$ cat src/rtl/tone_i2s_tx_pkg.sv
// Shared constants, the waveform-select encoding and the phase-to-waveform
// shaper used by the tone generator and its I2S serialiser.
package tone_i2s_tx_pkg;

  localparam int FRAME_BITS = 64;
  localparam int SAMPLE_W   = 16;
  localparam int BIT_CNT_W  = $clog2(FRAME_BITS);

  typedef enum logic [1:0] {
    WAVE_SQR = 2'd0,
    WAVE_SAW = 2'd1,
    WAVE_TRI = 2'd2,
    WAVE_OFF = 2'd3
  } wave_e;

  // Turns a 16-bit phase into a signed 16-bit waveform value.
  // The sawtooth is the phase re-centred around zero; the triangle folds the
  // doubled phase back down in the upper half of the cycle and re-centres it.
  function automatic logic [SAMPLE_W-1:0] shape_wave(
    input wave_e               sel,
    input logic [SAMPLE_W-1:0] ph,
    input logic [SAMPLE_W-1:0] amp
  );
    logic [SAMPLE_W-1:0] tri_t;
    logic [SAMPLE_W-1:0] res;
    tri_t = ph[15] ? ~{ph[14:0], 1'b0} : {ph[14:0], 1'b0};
    case (sel)
      WAVE_SQR: res = ph[15] ? (~amp + 16'd1) : amp;
      WAVE_SAW: res = {~ph[15], ph[14:0]};
      WAVE_TRI: res = {~tri_t[15], tri_t[14:0]};
      default:  res = '0;
    endcase
    return res;
  endfunction

endpackage

$ cat src/rtl/tone_i2s_tx_if.sv
// Control inputs from the player plus the codec-facing I2S pins and the
// frame strobe. The player side drives the master modport, the tone
// transmitter sits on the slave modport.
interface tone_i2s_tx_if;

  logic [15:0] freq_word;
  logic        freq_valid;
  logic        mute;
  logic [1:0]  wave_sel;
  logic [2:0]  volume;
  logic        aud_bclk;
  logic        aud_daclrck;
  logic        aud_dacdat;
  logic        frame_tick;

  modport master (
    output freq_word, freq_valid, mute, wave_sel, volume,
    input  aud_bclk, aud_daclrck, aud_dacdat, frame_tick
  );

  modport slave (
    input  freq_word, freq_valid, mute, wave_sel, volume,
    output aud_bclk, aud_daclrck, aud_dacdat, frame_tick
  );

endinterface

$ cat src/rtl/tone_i2s_tx_i2s_master_tx.sv
// I2S master serialiser: divides the system clock down to BCLK, counts the
// 64 bit slots of a frame and shifts the 16-bit sample out MSB first in both
// channel slots with the one-bit I2S delay. All slot/data changes happen on
// BCLK falling edges; the strobe marks the wrap from slot 63 to slot 0.
module tone_i2s_tx_i2s_master_tx
  import tone_i2s_tx_pkg::*;
#(
  parameter int BCLK_HALF = 8
) (
  input  logic                clk,
  input  logic                rst_n,
  input  logic [SAMPLE_W-1:0] sample_i,
  output logic                boundary_o,
  output logic                bclk_o,
  output logic                lrck_o,
  output logic                dacdat_o
);

  localparam int DIV_W = (BCLK_HALF > 1) ? $clog2(BCLK_HALF) : 1;
  localparam logic [DIV_W-1:0] DIV_TERM = DIV_W'(BCLK_HALF - 1);
  localparam logic [BIT_CNT_W-1:0] LAST_BIT = BIT_CNT_W'(FRAME_BITS - 1);

  logic [DIV_W-1:0]     div_q, div_d;
  logic                 bclk_q, bclk_d;
  logic [BIT_CNT_W-1:0] bitCnt_q, bitCnt_d;
  logic                 divTerm;
  logic                 fallEvent;
  logic [4:0]           slotPos;
  logic [3:0]           bitIdx;

  // Divider, BCLK toggle and slot counter next-state; the counter only moves on falling edges.
  always_comb begin
    divTerm    = (div_q == DIV_TERM);
    fallEvent  = divTerm && bclk_q;
    div_d      = divTerm ? '0 : div_q + DIV_W'(1);
    bclk_d     = divTerm ? ~bclk_q : bclk_q;
    bitCnt_d   = fallEvent ? bitCnt_q + BIT_CNT_W'(1) : bitCnt_q;
    boundary_o = fallEvent && (bitCnt_q == LAST_BIT);
  end

  // Timing state registers.
  always_ff @(posedge clk or negedge rst_n) begin
    if (!rst_n) begin
      div_q    <= '0;
      bclk_q   <= 1'b0;
      bitCnt_q <= '0;
    end else begin
      div_q    <= div_d;
      bclk_q   <= bclk_d;
      bitCnt_q <= bitCnt_d;
    end
  end

  // Slot 0 is the I2S delay bit, slots 1..16 carry the sample MSB first, the rest pad with zero.
  always_comb begin
    slotPos  = bitCnt_q[4:0];
    bitIdx   = 4'(5'd16 - slotPos);
    lrck_o   = bitCnt_q[5];
    bclk_o   = bclk_q;
    dacdat_o = 1'b0;
    if ((slotPos != 5'd0) && (slotPos <= 5'd16)) begin
      dacdat_o = sample_i[bitIdx];
    end
  end

endmodule

$ cat src/rtl/tone_i2s_tx.sv
// Tone generator feeding the board codec: latches the player's phase
// increment, advances a 16-bit phase once per audio frame, shapes it into a
// square/saw/triangle sample, applies the volume shift and hands the sample
// to the I2S serialiser which repeats it in the left and right slots.
module tone_i2s_tx
  import tone_i2s_tx_pkg::*;
#(
  parameter int                  BCLK_HALF = 8,
  parameter logic [SAMPLE_W-1:0] AMP       = 16'h3FFF
) (
  input  logic          clk,
  input  logic          rst_n,
  tone_i2s_tx_if.slave  bus
);

  logic [SAMPLE_W-1:0]        pendingFreq_q, pendingFreq_d;
  logic [SAMPLE_W-1:0]        activeFreq_q, activeFreq_d;
  logic [SAMPLE_W-1:0]        phase_q, phase_d;
  logic [SAMPLE_W-1:0]        sample_q, sample_d;
  logic [SAMPLE_W-1:0]        effFreq;
  logic [SAMPLE_W-1:0]        nextPhase;
  logic [SAMPLE_W-1:0]        shaped;
  logic signed [SAMPLE_W-1:0] scaled;
  logic                       silent;
  logic                       boundary;
  logic                       bclk;
  logic                       lrck;
  logic                       dacdat;

  tone_i2s_tx_i2s_master_tx #(
    .BCLK_HALF (BCLK_HALF)
  ) u_i2s (
    .clk        (clk),
    .rst_n      (rst_n),
    .sample_i   (sample_q),
    .boundary_o (boundary),
    .bclk_o     (bclk),
    .lrck_o     (lrck),
    .dacdat_o   (dacdat)
  );

  assign bus.aud_bclk    = bclk;
  assign bus.aud_daclrck = lrck;
  assign bus.aud_dacdat  = dacdat;
  assign bus.frame_tick  = boundary;

  // A write in the boundary cycle wins, so the freshly written increment is the one applied there.
  // Mute, waveform and volume only matter at the boundary, so a frame in flight is never cut.
  always_comb begin
    effFreq       = bus.freq_valid ? bus.freq_word : pendingFreq_q;
    pendingFreq_d = effFreq;
    activeFreq_d  = activeFreq_q;
    phase_d       = phase_q;
    sample_d      = sample_q;
    nextPhase     = phase_q + effFreq;
    silent        = (wave_e'(bus.wave_sel) == WAVE_OFF) || (effFreq == '0);
    shaped        = shape_wave(wave_e'(bus.wave_sel), nextPhase, AMP);
    scaled        = $signed(shaped) >>> bus.volume;
    if (boundary) begin
      activeFreq_d = effFreq;
      if (bus.mute) begin
        phase_d  = '0;
        sample_d = '0;
      end else if (silent) begin
        sample_d = '0;
      end else begin
        phase_d  = nextPhase;
        sample_d = scaled;
      end
    end
  end

  // Increment, phase accumulator and sample registers.
  always_ff @(posedge clk or negedge rst_n) begin
    if (!rst_n) begin
      pendingFreq_q <= '0;
      activeFreq_q  <= '0;
      phase_q       <= '0;
      sample_q      <= '0;
    end else begin
      pendingFreq_q <= pendingFreq_d;
      activeFreq_q  <= activeFreq_d;
      phase_q       <= phase_d;
      sample_q      <= sample_d;
    end
  end

endmodule

$ cat src/flat_wrapper.sv
// flat-port wrapper written by rule: the top's interface ports become plain ports
module tone_i2s_tx_flat import tone_i2s_tx_pkg::*;
#(
  parameter int                  BCLK_HALF = 8,
  parameter logic [SAMPLE_W-1:0] AMP       = 16'h3FFF
)
  (clk, rst_n, bus_freq_word, bus_freq_valid, bus_mute, bus_wave_sel, bus_volume, bus_aud_bclk, bus_aud_daclrck, bus_aud_dacdat, bus_frame_tick);
  tone_i2s_tx_if bus_i ();
  input  logic clk;
  input  logic rst_n;
  input wire logic [$bits(bus_i.freq_word)-1:0] bus_freq_word;
  input wire logic [$bits(bus_i.freq_valid)-1:0] bus_freq_valid;
  input wire logic [$bits(bus_i.mute)-1:0] bus_mute;
  input wire logic [$bits(bus_i.wave_sel)-1:0] bus_wave_sel;
  input wire logic [$bits(bus_i.volume)-1:0] bus_volume;
  output wire logic [$bits(bus_i.aud_bclk)-1:0] bus_aud_bclk;
  output wire logic [$bits(bus_i.aud_daclrck)-1:0] bus_aud_daclrck;
  output wire logic [$bits(bus_i.aud_dacdat)-1:0] bus_aud_dacdat;
  output wire logic [$bits(bus_i.frame_tick)-1:0] bus_frame_tick;
  assign bus_i.freq_word = bus_freq_word;
  assign bus_i.freq_valid = bus_freq_valid;
  assign bus_i.mute = bus_mute;
  assign bus_i.wave_sel = bus_wave_sel;
  assign bus_i.volume = bus_volume;
  assign bus_aud_bclk = bus_i.aud_bclk;
  assign bus_aud_daclrck = bus_i.aud_daclrck;
  assign bus_aud_dacdat = bus_i.aud_dacdat;
  assign bus_frame_tick = bus_i.frame_tick;
  tone_i2s_tx #(.BCLK_HALF(BCLK_HALF), .AMP(AMP)) u_core (.clk(clk), .rst_n(rst_n), .bus(bus_i));
endmodule
$ cat config.mk
export PLATFORM = sky130hd
export DESIGN_NAME = tone_i2s_tx_flat
export DESIGN_NICKNAME = d
export VERILOG_FILES = /design/src/rtl/tone_i2s_tx_pkg.sv /design/src/rtl/tone_i2s_tx_if.sv /design/src/rtl/tone_i2s_tx_i2s_master_tx.sv /design/src/rtl/tone_i2s_tx.sv /design/src/flat_wrapper.sv
export SDC_FILE = /design/constraint.sdc
export NUM_CORES = 1
export LEC_CHECK = 0
export BUFFER_PORTS_ARGS = -buffer_cell sky130_fd_sc_hd__buf_2
export CORE_ASPECT_RATIO = 0.5
export CORE_UTILIZATION = 35
export DETAILED_ROUTE_END_ITERATION = 16
export MAX_ROUTING_LAYER = met4
export PLACE_DENSITY = 0.64
export SLEW_MARGIN = 20
export SYNTH_ARGS = -nofsm -noshare
export SYNTH_HDL_FRONTEND = slang
export SYNTH_SLANG_ARGS = --single-unit
export TNS_END_PERCENT = 1
$ cat constraint.sdc
create_clock -name clk -period 3 [get_ports clk]
set_input_delay 0.45 -clock clk [delete_from_list [all_inputs] [get_ports clk]]
set_output_delay 0.45 -clock clk [all_outputs]
set_load 0.01 [all_outputs]
### Word level (Yosys, flattened, before mapping)

Cells that the tools add are included.

| storage, ports and cells | value |
|---|---|
| register bits after elaboration | 58 |
| logic and storage cells | 43 |

| operators by class | value |
|---|---|
| add/subtract/negate cells | 4 |
| magnitude comparators | 2 |
| eq/ne operators | 6 |
| shifts and indexed selects | 1 |
| mux-type cells | 12 |
| bitwise gates (word level) | 4 |
| reduce and logical (&&, ||, !) cells | 8 |

Operator list:

| kind | count |
|---|---|
| 16-bit 2-to-1 mux | 7 |
| 16-bit one-hot mux with 3 select lines | 1 |
| 16-bit adder | 1 |
| 16-bit zero test | 1 |
| 16-bit NOT | 1 |
| 16-bit by 3-bit >>> shifter with 16-bit output | 1 |
| 6-bit by 1-bit adder with 6-bit output, second input constant | 1 |
| 6-bit equality test, second input constant | 1 |
| 5-bit less-or-equal comparator, second input constant | 1 |
| 4-bit by 5-bit < comparator with 1-bit output, second input constant | 1 |
| 5-bit nonzero test | 1 |
| 1-bit binary-select mux with 4-bit select | 1 |
| 2-bit equality test, second input constant | 2 |
| 1-bit by 4-bit subtractor with 4-bit output, first input constant | 1 |
| 3-bit by 1-bit adder with 3-bit output, second input constant | 1 |
| 3-bit equality test, second input constant | 1 |
| 1-bit logical AND | 3 |
| 3-bit 2-to-1 mux | 1 |
| 1-bit NOT | 3 |
| 2-bit by 1-bit equality test with 1-bit output, second input constant | 1 |
| 2-bit zero test | 1 |
| 1-bit 2-to-1 mux | 2 |
| 2-bit inequality test, second input constant | 1 |
| 2-bit AND reduction | 1 |
| 1-bit logical OR | 1 |

### Depth between registers and ports, before layout

Gate-level depths: netlist (run 1).

| logic depth | value |
|---|---|
| word-level depth | 9 |
| gate-level depth with buffers | 16 |
| mapped depth without buffers | 13 |

### By module

Synthesis (run 1) repeated with hierarchy kept, for this count alone.

| unflattened totals | value |
|---|---|
| cells, all modules | 473 |
| area, all modules | 4523.1 µm² |

Modules (own cells, without submodules):

| module | instances | cells each | area each (µm²) | sequential area each (µm²) |
|---|---|---|---|---|
| tone_i2s_tx | 1 | 411 | 3821.2 | 1201.2 |
| tone_i2s_tx_i2s_master_tx | 1 | 62 | 701.9 | 250.2 |

### Worst setup path before layout (run 1)

No wires, ideal clock.

| timing | value |
|---|---|
| path kind | in2reg |
| from | input bus_freq_valid |
| to | register u_core.sample_q[10] |
| setup time | 135 ps |
| arrival | 3787 ps |
| data required time | 2865 ps |
| path slack | -922 ps |
| stages on the path | 15 |
| path buffers | 2 |
| path through | buf_4 buf_1 mux2_2 ha_1 inv_1 fa_1 nand2b_1 a21oi_2 o31ai_4 mux2i_1 a2111oi_2 a2111oi_4 a311oi_2 a2111oi_2 a211oi_2 |

| between the ends | value |
|---|---|
| word-level cells in the longest chain between the ends | 9 |
| elaborated cells between the ends (all ways) | 13 |
| classes of those cells | add/sub: 1; shift: 1; mux: 6; bitwise: 3; reduce/logical: 2 |

RTL lines:

| what | line | text |
|---|---|---|
| start, declared | flat_wrapper.sv:12 | `input wire logic [$bits(bus_i.freq_valid)-1:0] bus_freq_valid;` |
| 16-bit 2-to-1 mux (*) | tone_i2s_tx.sv:50 | `effFreq = bus.freq_valid ? bus.freq_word : pendingFreq_q;` |
| via u_core.effFreq[0] | tone_i2s_tx.sv:20 | `logic [SAMPLE_W-1:0] effFreq;` |
| 16-bit adder | tone_i2s_tx.sv:55 | `nextPhase = phase_q + effFreq;` |
| 16-bit NOT | tone_i2s_tx_pkg.sv:26 | `tri_t = ph[15] ? ~{ph[14:0], 1'b0} : {ph[14:0], 1'b0};` |
| 16-bit 2-to-1 mux | tone_i2s_tx_pkg.sv:26 |  |
| 1-bit NOT | tone_i2s_tx_pkg.sv:30 | `WAVE_TRI: res = {~tri_t[15], tri_t[14:0]};` |
| 16-bit one-hot mux with 3 select lines | tone_i2s_tx_pkg.sv:27 | `case (sel)` |
| 16-bit by 3-bit >>> shifter with 16-bit output | tone_i2s_tx.sv:58 | `scaled = $signed(shaped) >>> bus.volume;` |
| 16-bit 2-to-1 mux (*) | tone_i2s_tx.sv:64 | `end else if (silent) begin` |
| 16-bit 2-to-1 mux (*) | tone_i2s_tx.sv:61 | `if (bus.mute) begin` |
| end signal, assigned | tone_i2s_tx.sv:84 | `sample_q <= sample_d;` |
| end, declared | tone_i2s_tx.sv:19 | `logic [SAMPLE_W-1:0] sample_q, sample_d;` |

The timed path passes the listed nets; every way through them passes the cells marked *.
A chain may end at the register's enable or synchronous reset.

### Worst setup path after layout (run 1)

| timing | value |
|---|---|
| from | register u_core.pendingFreq_q[2] |
| to | register u_core.sample_q[14] |

| between the ends | value |
|---|---|
| word-level cells in the longest chain between the ends | 9 |
| elaborated cells between the ends (all ways) | 13 |
| classes of those cells | add/sub: 1; shift: 1; mux: 6; bitwise: 3; reduce/logical: 2 |

RTL lines:

| what | line | text |
|---|---|---|
| start, declared | tone_i2s_tx.sv:16 | `logic [SAMPLE_W-1:0] pendingFreq_q, pendingFreq_d;` |
| start signal, assigned | tone_i2s_tx.sv:81 | `pendingFreq_q <= pendingFreq_d;` |
| 16-bit 2-to-1 mux (*) | tone_i2s_tx.sv:50 |  |
| via u_core.effFreq[2] | tone_i2s_tx.sv:20 |  |
| 16-bit adder | tone_i2s_tx.sv:55 |  |
| 16-bit NOT | tone_i2s_tx_pkg.sv:26 |  |
| 16-bit 2-to-1 mux | tone_i2s_tx_pkg.sv:26 |  |
| 1-bit NOT | tone_i2s_tx_pkg.sv:30 |  |
| 16-bit one-hot mux with 3 select lines | tone_i2s_tx_pkg.sv:27 |  |
| 16-bit by 3-bit >>> shifter with 16-bit output | tone_i2s_tx.sv:58 |  |
| 16-bit 2-to-1 mux (*) | tone_i2s_tx.sv:64 |  |
| 16-bit 2-to-1 mux (*) | tone_i2s_tx.sv:61 |  |

Marked as above.

==> results of run 1 <==
## routing by layer
layer  share of wire [%]  global-route usage (%)
met2                  43                    34.9
met1                  48                    33.9
met3                 8.1                    5.27
met5                   0                       -
met4                 1.2                    6.36
## Yosys cell counts, types with 13 or more instances
cell type	n	area share, %
a21oi_1	27	2.8
o21ai_0	26	2.7
ha_1	19	4.9
clkbuf_1	16	1.2
inv_1	18	1.4
nor3_1	16	1.6
o211ai_1	14	2.2
nor2_1	40	3.1
nor4_1	20	2.6
dfrtp_1	58	30
mux2_2	16	3.7
nand3_1	13	1.3
nand2_1	65	5.0
## path summary, 6_finish.rpt
check                                              from                       end  slack, ps
worst max-delay path            u_core.pendingFreq_q[2]       u_core.sample_q[14]       -380
worst min-delay path                              rst_n        u_core.phase_q[12]         90
worst max register to register  u_core.pendingFreq_q[2]       u_core.sample_q[14]       -380
worst min register to register    u_core.u_i2s.div_q[0]     u_core.u_i2s.div_q[0]        430
max in group asynchronous                         rst_n  u_core.u_i2s.bitCnt_q[3]       2220
min in group clk                      bus_freq_word[10]  u_core.pendingFreq_q[10]        400
## cells by family (layout without fill, tap and decap cells)
family | count (synthesis) | after routing
xor+xnor | 20 | 20
flops | 58 | 58
compound gates | 171 | 171
buf+inv | 52 | 193
fa+ha+maj | 20 | 20
simple gates | 195 | 195
mux | 32 | 32
## power breakdown
group / internal [mW] / switching, mW / total (mW)
Combinational: 0.591 / 0.670 / 1.26
Clock: 0.594 / 0.361 / 0.955
Sequential: 0.817 / 0.0226 / 0.839
## per-stage QoR
step	hold WS [ps]	cells	power, mW	setup TNS [ps]	setup slack [ps]
after global routing	115	875	3.19	-6490	-474
after detailed placement	425	843	1.89	-16040	-989
after CTS	100	865	2.91	-4990	-441
final	86.5	875	3.06	-4760	-376
after global placement	419	843	1.87	-15450	-977
after floorplan	154	548	1.44	-6270	-430
## flip-flops by register name, summed over array words and instances (netlist names)
signal                 cells
u_core.sample_q           16
u_core.u_i2s.bitCnt_q      6
u_core.u_i2s.div_q         3
u_core.phase_q            16
u_core.u_i2s.bclk_o        1
u_core.pendingFreq_q      16
## worst max-delay path: stages, from the launching register on
cell and delay, ps:
dfrtp_1 360, mux2_2 280, ha_1 370, buf_4 170, nand2b_4 70, a21oi_4 180
o31ai_4 130, buf_4 170, o41a_1 400, o2111ai_2 230, a21oi_2 70, a311o_1 410
o311ai_2 330, nand2_1 80
## timing repair
item | CTS | global route
gates cloned | 0 | 1
endpoints found under the setup margin | 18 | 17
gates resized for setup | 33 | 58
buffers inserted | 7 | 9
pin swaps | 16 | 47
## layout make-up
cell class	count	area share (%)
timing repair buffer	160	17.6
tap	186	3.30
clock buffer	12	3.64
multi-input combinational	438	53.7
inverter	18	0.958
clock inverter	3	0.213
sequential	58	20.6
==> impl_metrics.tcl, run 1 <==
set metrics [dict create \
    drtIter0Drc 497 \
    dr.pass1.iters 4 \
    layout_setup_ws_ps -376 \
    die_h_um 85.3 \
    synth_top_family_by_area "compound AO/OA/AOI/OAI gates" \
    fillers 1135 \
    hold_class "primary input to asynchronous set/reset pin" \
    clock-sinks 58 \
    clock_tree.buffer_depth 2 \
    violations "negative setup slack" \
    grt_pass1_vias 4811 \
    cts_tree "done" \
    report.final.slew_viol_count 0 \
    dieWidth_um 169 \
    cp-end-kind "register" \
    synthXorXnorAreaFrac_pct 4.20 \
    hold_buffers 0 \
    io_buffer_count 28 \
    startpoint_type "register" \
    peakVddDrop_uv 221 \
    synth_cells 548 \
    layout.nets 730 \
    finalHoldViolCount 0 \
    crit_required_ps 3210 \
    synth-compound-area-share_pct 27.8 \
    cellPowerDensity_mw_per_mm2 433 \
    stdcell_area_mm2 0.00705 \
    ant_nets 0 \
    timing.final.crit_share_pct 113 \
    multi_input_area_mm2 0.00379 \
    synthMuxAreaShare_pct 8.30 \
    seq_area_mm2 0.00145 \
    status "complete, but fails checks" \
    synth_flop_cell "dfrtp_1" \
    drc_errors 0 \
    drv_cap 0 \
    synth_nets 593 \
    path_class "register to register" \
    cts_made_buffers 9 \
    fmaxAchievable_mhz 296 \
    grt-ovfl-total 0 \
    synth_fa_ha_area_share_pct 5.31 \
    die_area_mm2 0.0144 \
    place_area_mm2 0.00614 \
    clkLatencyLatePin_ps 330 \
    synth_warnings 0 \
    cts_root_buf "clkbuf_16" \
    dp_hpwl_um 12300 \
    utilization_pct 53.8 \
    path_clk_slew_ps 60 \
    grt_pass1_wl_um 26000 \
    ys_ff_latch 58 \
    drt_wl_total_um 16500 \
    synth_edf_count 0 \
    final_common_cell "buf_4" \
    antenna_cells 0 \
    synthArstFlopShare_pct 100 \
    period_minus_slack_ps 3380 \
    setup_viol 16 \
    gp_congestion 0.945 \
    p_leak_nw 2.98 \
    cp_max_fo 5 \
    synthesis.area_mm2 0.00485 \
    drive_gt1_share_pct 43.8 \
    maxSlewHeadroom_pct 58.9 \
    io_pins 29 \
    antenna_found_initial 0 \
    fp.coreArea_mm2 0.0131 \
    vias_per_cell 5.71 \
    clock_skew_ps 8.67 \
    yosys.area_share.simple_pct 19.8 \
    yosys.cell_types.count 82 \
    wl_per_cell_um 18.8 \
    syn-mean-instance-area_um2 8.86 \
    num_rows 29 \
    worst_pin_slew_ps 616 \
    reg2reg_depth 13 \
    grt_max_degree 22 \
    start_util_pct 37.1 \
    worstPathArrival_ps 3580 \
    seq_area_frac_synth_pct 29.9 \
    cts_max_level 3 \
    final_cell_mix "buf_4 (120), nand2_1 (65), dfrtp_1 (58), nor2_1 (37), buf_2 (27)" \
    areaGrowthSynthToFinish_pct 45.3 \
    grtUsageTotal_pct 24.2 \
    rsz0062_at_grt "yes" \
    vias 4994 \
]
Note: power is estimated with default switching activity, not from simulation.
==> run 2, diff against run 1 <==
- TNS_END_PERCENT: 1 -> not set
==> run 2 against run 1 <==
  * The flow still finishes with violations (negative setup slack)
  * Combinational power is 13% higher
  * Hold slack gained 120 ps
  * Register-to-register slack got worse by 20 ps
  * Largest power group unchanged
==> impl_metrics.tcl, run 2 (synthesis gave the netlist of run 1 again) <==
set metrics [dict create \
    rsz0062_at_grt "yes" \
    worst_hold_slack_ps 207 \
    violations "negative setup slack" \
    worst_pin_slew_ps 827 \
    p_leak_nw 3.22 \
    drtIter0Drc 516 \
    finalNonFillerCells 911 \
    path_clk_slew_ps 60 \
    layout_setup_ws_ps -395 \
    vias_per_cell 5.74 \
    place_area_mm2 0.00639 \
    maxSlewHeadroom_pct 44.9 \
    hold_buffers 0 \
    p_clk_share_pct 33.6 \
    grt-ovfl-total 0 \
    top_regs "u_core.pendingFreq_q x16, u_core.phase_q x16, u_core.sample_q x16" \
    cts_tree "done" \
    status "complete, but fails checks" \
    drv_cap 0 \
    cts_made_buffers 9 \
    start_util_pct 37.1 \
    clkLatencyLatePin_ps 340 \
    clock_tree.buffer_depth 2 \
    cp-end-kind "register" \
    worstPathArrival_ps 3650 \
    drt_wl_total_um 17500 \
    hold_class "primary input to asynchronous set/reset pin" \
    drc_errors 0 \
    die_area_mm2 0.0144 \
    p_comb_share_pct 41.8 \
    setup_viol 16 \
    fmaxAchievable_mhz 295 \
    wl_per_cell_um 19.2 \
    clock_skew_ps 9.08 \
    grtUsageTotal_pct 26.0 \
    numPlacedInstances 870 \
    areaGrowthSynthToFinish_pct 57.4 \
    final_common_cell "buf_4" \
    cellPowerDensity_mw_per_mm2 446 \
    io_buffer_count 28 \
    report.final.slew_viol_count 0 \
    dieWidth_um 169 \
    final_cell_mix "buf_4 (149), nand2_1 (62), dfrtp_1 (58), nor2_1 (37), buf_2 (27)" \
    power_mw 3.41 \
    intPower_mw 2.25 \
    path_class "register to register" \
    layout.nets 765 \
    drive_gt1_share_pct 50.6 \
    io_pins 29 \
    power_switching_mw 1.16 \
    seqPwrFrac_pct 24.7 \
    gp_congestion 0.919 \
    switching_share_pct 34.1 \
    num_rows 29 \
    grt_max_degree 36 \
    ant_nets 0 \
    cts_root_buf "clkbuf_16" \
    reg2reg_depth 13 \
    antenna_cells 0 \
    vias 5233 \
    cp_max_fo 6 \
    timing.final.crit_share_pct 113 \
    stdcell_area_mm2 0.00764 \
    antenna_found_initial 0 \
    period_minus_slack_ps 3390 \
    finalHoldViolCount 0 \
    cts_max_level 3 \
    die_h_um 85.3 \
    grt_pass1_wl_um 27900 \
    clock-sinks 58 \
    peakVddDrop_uv 283 \
    dp_hpwl_um 12700 \
    dr.pass1.iters 5 \
    startpoint_type "register" \
    crit_required_ps 3260 \
    grt_pass1_vias 5170 \
    fp.coreArea_mm2 0.0131 \
]
run 2: path summary, 6_finish.rpt:
kind,startpoint,end,slack [ps]
worst max-delay path,u_core.pendingFreq_q[0],u_core.sample_q[10],-390
worst min-delay path,rst_n,u_core.phase_q[14],210
worst max register to register,u_core.pendingFreq_q[0],u_core.sample_q[10],-390
max in group asynchronous,rst_n,u_core.sample_q[5],2070
worst min register to register,u_core.u_i2s.div_q[0],u_core.u_i2s.div_q[0],440
min in group clk,bus_freq_word[13],u_core.pendingFreq_q[13],410
run 2: layout make-up:
type                       instances  area, µm²
clock buffer                       9        225
clock inverter                     7        103
fill                            1042       5460
inverter                          18       67.6
multi-input combinational        438       4050
sequential                        58       1450
tap                              186        233
timing repair buffer             195       1510
run 2: repair_timing:
item / CTS / global route
pin swaps: 44 / 34
gates cloned: 0 / 0
setup buffers: 15 / 12
endpoints found under the setup margin: 17 / 16
resized for setup: 79 / 47
run 2: worst max-delay path: stages (launching register included):
cell	delay, ps
dfrtp_1	390
mux2_4	310
ha_4	180
a211oi_4	330
o211ai_4	180
a21o_4	270
buf_4	160
xnor2_4	140
a2111oi_1	550
nor3_2	70
buf_4	180
a211oi_2	320
a2111oi_2	90
a211oi_2	150
run 2: per-stage QoR:
| stage | util (%) | TNS [ps] | worst slack, ps |
|---|---|---|---|
| floorplan | - | -5330 | -416 |
| global placement | 48.8 | -16110 | -996 |
| detailed placement | 48.8 | -17140 | -1020 |
| CTS | 55.8 | -4670 | -381 |
| global route | 58.3 | -7030 | -514 |
| finish | 58.3 | -4990 | -395 |
run 2: layer usage:
metal | GRT usage (%) | vias up | part of all wire, %
met4 | 6.78 | 0 | 1.6
li1 | - | 2430 | -
met1 | 35.5 | 2561 | 47
met5 | - | - | 0
met2 | 37.8 | 217 | 44
met3 | 7.00 | 25 | 8.2
run 2: power groups by stage:
| stage | combinational (mW) | clock, mW | sequential [mW] |
|---|---|---|---|
| floorplan | 0.617 | 0 | 0.844 |
| global placement | 1.09 | 0 | 0.849 |
| detailed placement | 1.11 | 0 | 0.850 |
| CTS | 1.27 | 1.17 | 0.838 |
| global route | 1.51 | 1.21 | 0.844 |
| finish | 1.42 | 1.14 | 0.841 |
==> run 3, diff against run 2 <==
- RECOVER_POWER: not set -> 100
- TNS_END_PERCENT: not set -> 30
==> run 3 against run 2 <==
  * Power decreased by 3.1%
  * Largest power group unchanged
  * Critical endpoint is now u_core.sample_q[14]
  * Die area unchanged
  * Hold slack gained 44 ps
  * The flow still finishes with violations (negative setup slack)
==> impl_metrics.tcl, run 3 (synthesis gave the netlist of run 1 again) <==
set metrics [dict create \
    start_util_pct 37.1 \
    p_leak_nw 3.07 \
    dr.pass1.iters 5 \
    reg2reg_depth 11 \
    grt_max_degree 59 \
    slowest_delay_ps 560 \
    io_buffer_count 28 \
    timing.rr.start "u_core.pendingFreq_q[11]" \
    p_clk_share_pct 34.7 \
    fmaxAchievable_mhz 295 \
    dieWidth_um 169 \
    vias_per_cell 5.73 \
    grtUsageTotal_pct 25.0 \
    report.final.slew_viol_count 0 \
    die_area_mm2 0.0144 \
    grt_pass1_wl_um 26900 \
    grt-ovfl-total 0 \
    peakVddDrop_uv 313 \
    cp_max_fo 6 \
    cts_root_buf "clkbuf_16" \
    slowest_stage "or4_4" \
    intPower_mw 2.18 \
    die_h_um 85.3 \
    startpoint_type "register" \
    clkLatencyLatePin_ps 330 \
    worstPathArrival_ps 3610 \
    rr_endpoint "u_core.sample_q[14]" \
    crit_required_ps 3210 \
    setup_viol 16 \
    p_comb_share_pct 39.9 \
    path_clk_slew_ps 60 \
    areaGrowthSynthToFinish_pct 51.2 \
    clock_skew_ps 4.43 \
    ant_nets 0 \
    drt_wl_total_um 16900 \
    power_mw 3.31 \
    dp_hpwl_um 12100 \
    drc_errors 0 \
    wl_per_cell_um 19.0 \
    antenna_found_initial 0 \
    clock_tree.buffer_depth 2 \
    cp-end-kind "register" \
    rrSetupSlack_ps -390 \
    top_regs "u_core.pendingFreq_q x16, u_core.phase_q x16, u_core.sample_q x16" \
    gp_congestion 0.948 \
    layout.nets 745 \
    layout_setup_ws_ps -394 \
    cts_tree "done" \
    grt_pass1_vias 4992 \
    grt_util_met2_pct 36.4 \
    top_usage_layer "met2" \
    fp.coreArea_mm2 0.0131 \
    antenna_cells 0 \
    rsz0062_at_grt "yes" \
    path_class "register to register" \
    hold_class "primary input to asynchronous set/reset pin" \
    seqPwrFrac_pct 25.4 \
    dp_worst_setup_slack_ps -1060 \
    power_switching_mw 1.13 \
    num_rows 29 \
    period_minus_slack_ps 3390 \
    cts_max_level 3 \
    cp-startpoint "u_core.pendingFreq_q[11]" \
    drv_cap 0 \
    final_cell_mix "buf_4 (135), nand2_1 (61), dfrtp_1 (58), nor2_1 (38), buf_2 (27)" \
    drtIter0Drc 441 \
    timing.final.crit_share_pct 113 \
    maxSlewHeadroom_pct 35.7 \
    fillers 1084 \
    grtUsageMet1_pct 35.0 \
    clock-sinks 58 \
    status "complete, but fails checks" \
    io_pins 29 \
    vias 5102 \
    grtUsageMet3_pct 5.36 \
    cellPowerDensity_mw_per_mm2 450 \
    switching_share_pct 34.1 \
    drive_gt1_share_pct 46.7 \
    finalHoldViolCount 0 \
    worst_pin_slew_ps 962 \
    final_common_cell "buf_4" \
    hold_buffers 0 \
    cts_made_buffers 9 \
    path_cells "mux2_2 -> ha_2 -> nor3_1 -> a211oi_1 -> nor2_1 -> or4_4 -> a21oi_2 -> a21boi_1 -> a311o_1 -> o311ai_2 -> nand2_1" \
    violations "negative setup slack" \
]
-- run 3: cell types whose count changed in the layout (fill, tap and decap cells not counted), sizes merged --
cell / change
clkinv: -1
a31oi: +1
clkinvlp: +1
buf: -21
-- run 3: critical path, delay by kind of cell (launching register included) --
| family | cells | cell delay (ps) |
|---|---|---|
| AOI/OAI and AO/OA | 5 | 1330 |
| adders and majority gates | 1 | 410 |
| DFF | 1 | 370 |
| muxes | 1 | 310 |
| and+or+nand+nor | 4 | 860 |
-- run 3: worst max path at each step --
stage / to / slack, ps / depth (start not counted)
after CTS: u_core.sample_q[8] / -340 / 14
final: u_core.sample_q[14] / -390 / 11
after global routing: u_core.sample_q[10] / -440 / 13
after global placement: u_core.sample_q[5] / -980 / 12
after floorplan: u_core.sample_q[5] / -420 / 13
after detailed placement: u_core.sample_q[10] / -1060 / 12
-- run 3: repair_timing --
item | CTS | global route
pin swaps | 39 | 24
setup buffers | 17 | 9
cloned | 1 | 0
gates resized for setup | 62 | 41
setup endpoints to repair | 18 | 18
-- run 3: final cells by class --
cell class,instances,area (µm²),share of cell area (%)
well taps,186,233,3.17
multi-input cells,439,3960,53.9
clock buffers,9,225,3.07
flip-flops and latches,58,1450,19.8
clock inverters,7,101,1.38
repair buffers,174,1310,17.8
inverters,18,67.6,0.920
-- run 3: power by group through the flow --
stage	combinational, mW	clock (mW)	sequential [mW]
2_1_floorplan	0.610	0	0.844
5_1_grt	1.40	1.21	0.842
3_5_place_dp	1.04	0	0.850
6_report	1.32	1.15	0.839
3_3_place_gp	1.04	0	0.849
4_1_cts	1.20	1.16	0.838
-- run 3: per-stage QoR --
step / area (µm²) / utilization (%) / setup TNS [ps] / hold WS [ps] / cells
floorplan: 5110 / - / -5350 / 154 / 548
global placement: 6190 / 47.3 / -15590 / 419 / 848
detailed placement: 6190 / 47.3 / -16790 / 424 / 848
global route: 7340 / 56.0 / -6270 / 327 / 891
finish: 7340 / 56.0 / -4660 / 251 / 891
CTS: 7050 / 53.8 / -4280 / 299 / 882
-- run 3: per-layer routing --
layer  wire length [µm]  vias to the layer above  share of wire (%)
met5                  0                        -                  0
met4                164                        0               0.97
met3               1190                       14                7.0
met2               7550                      201                 45
met1               8040                     2500                 47
li1                   -                     2387                  -
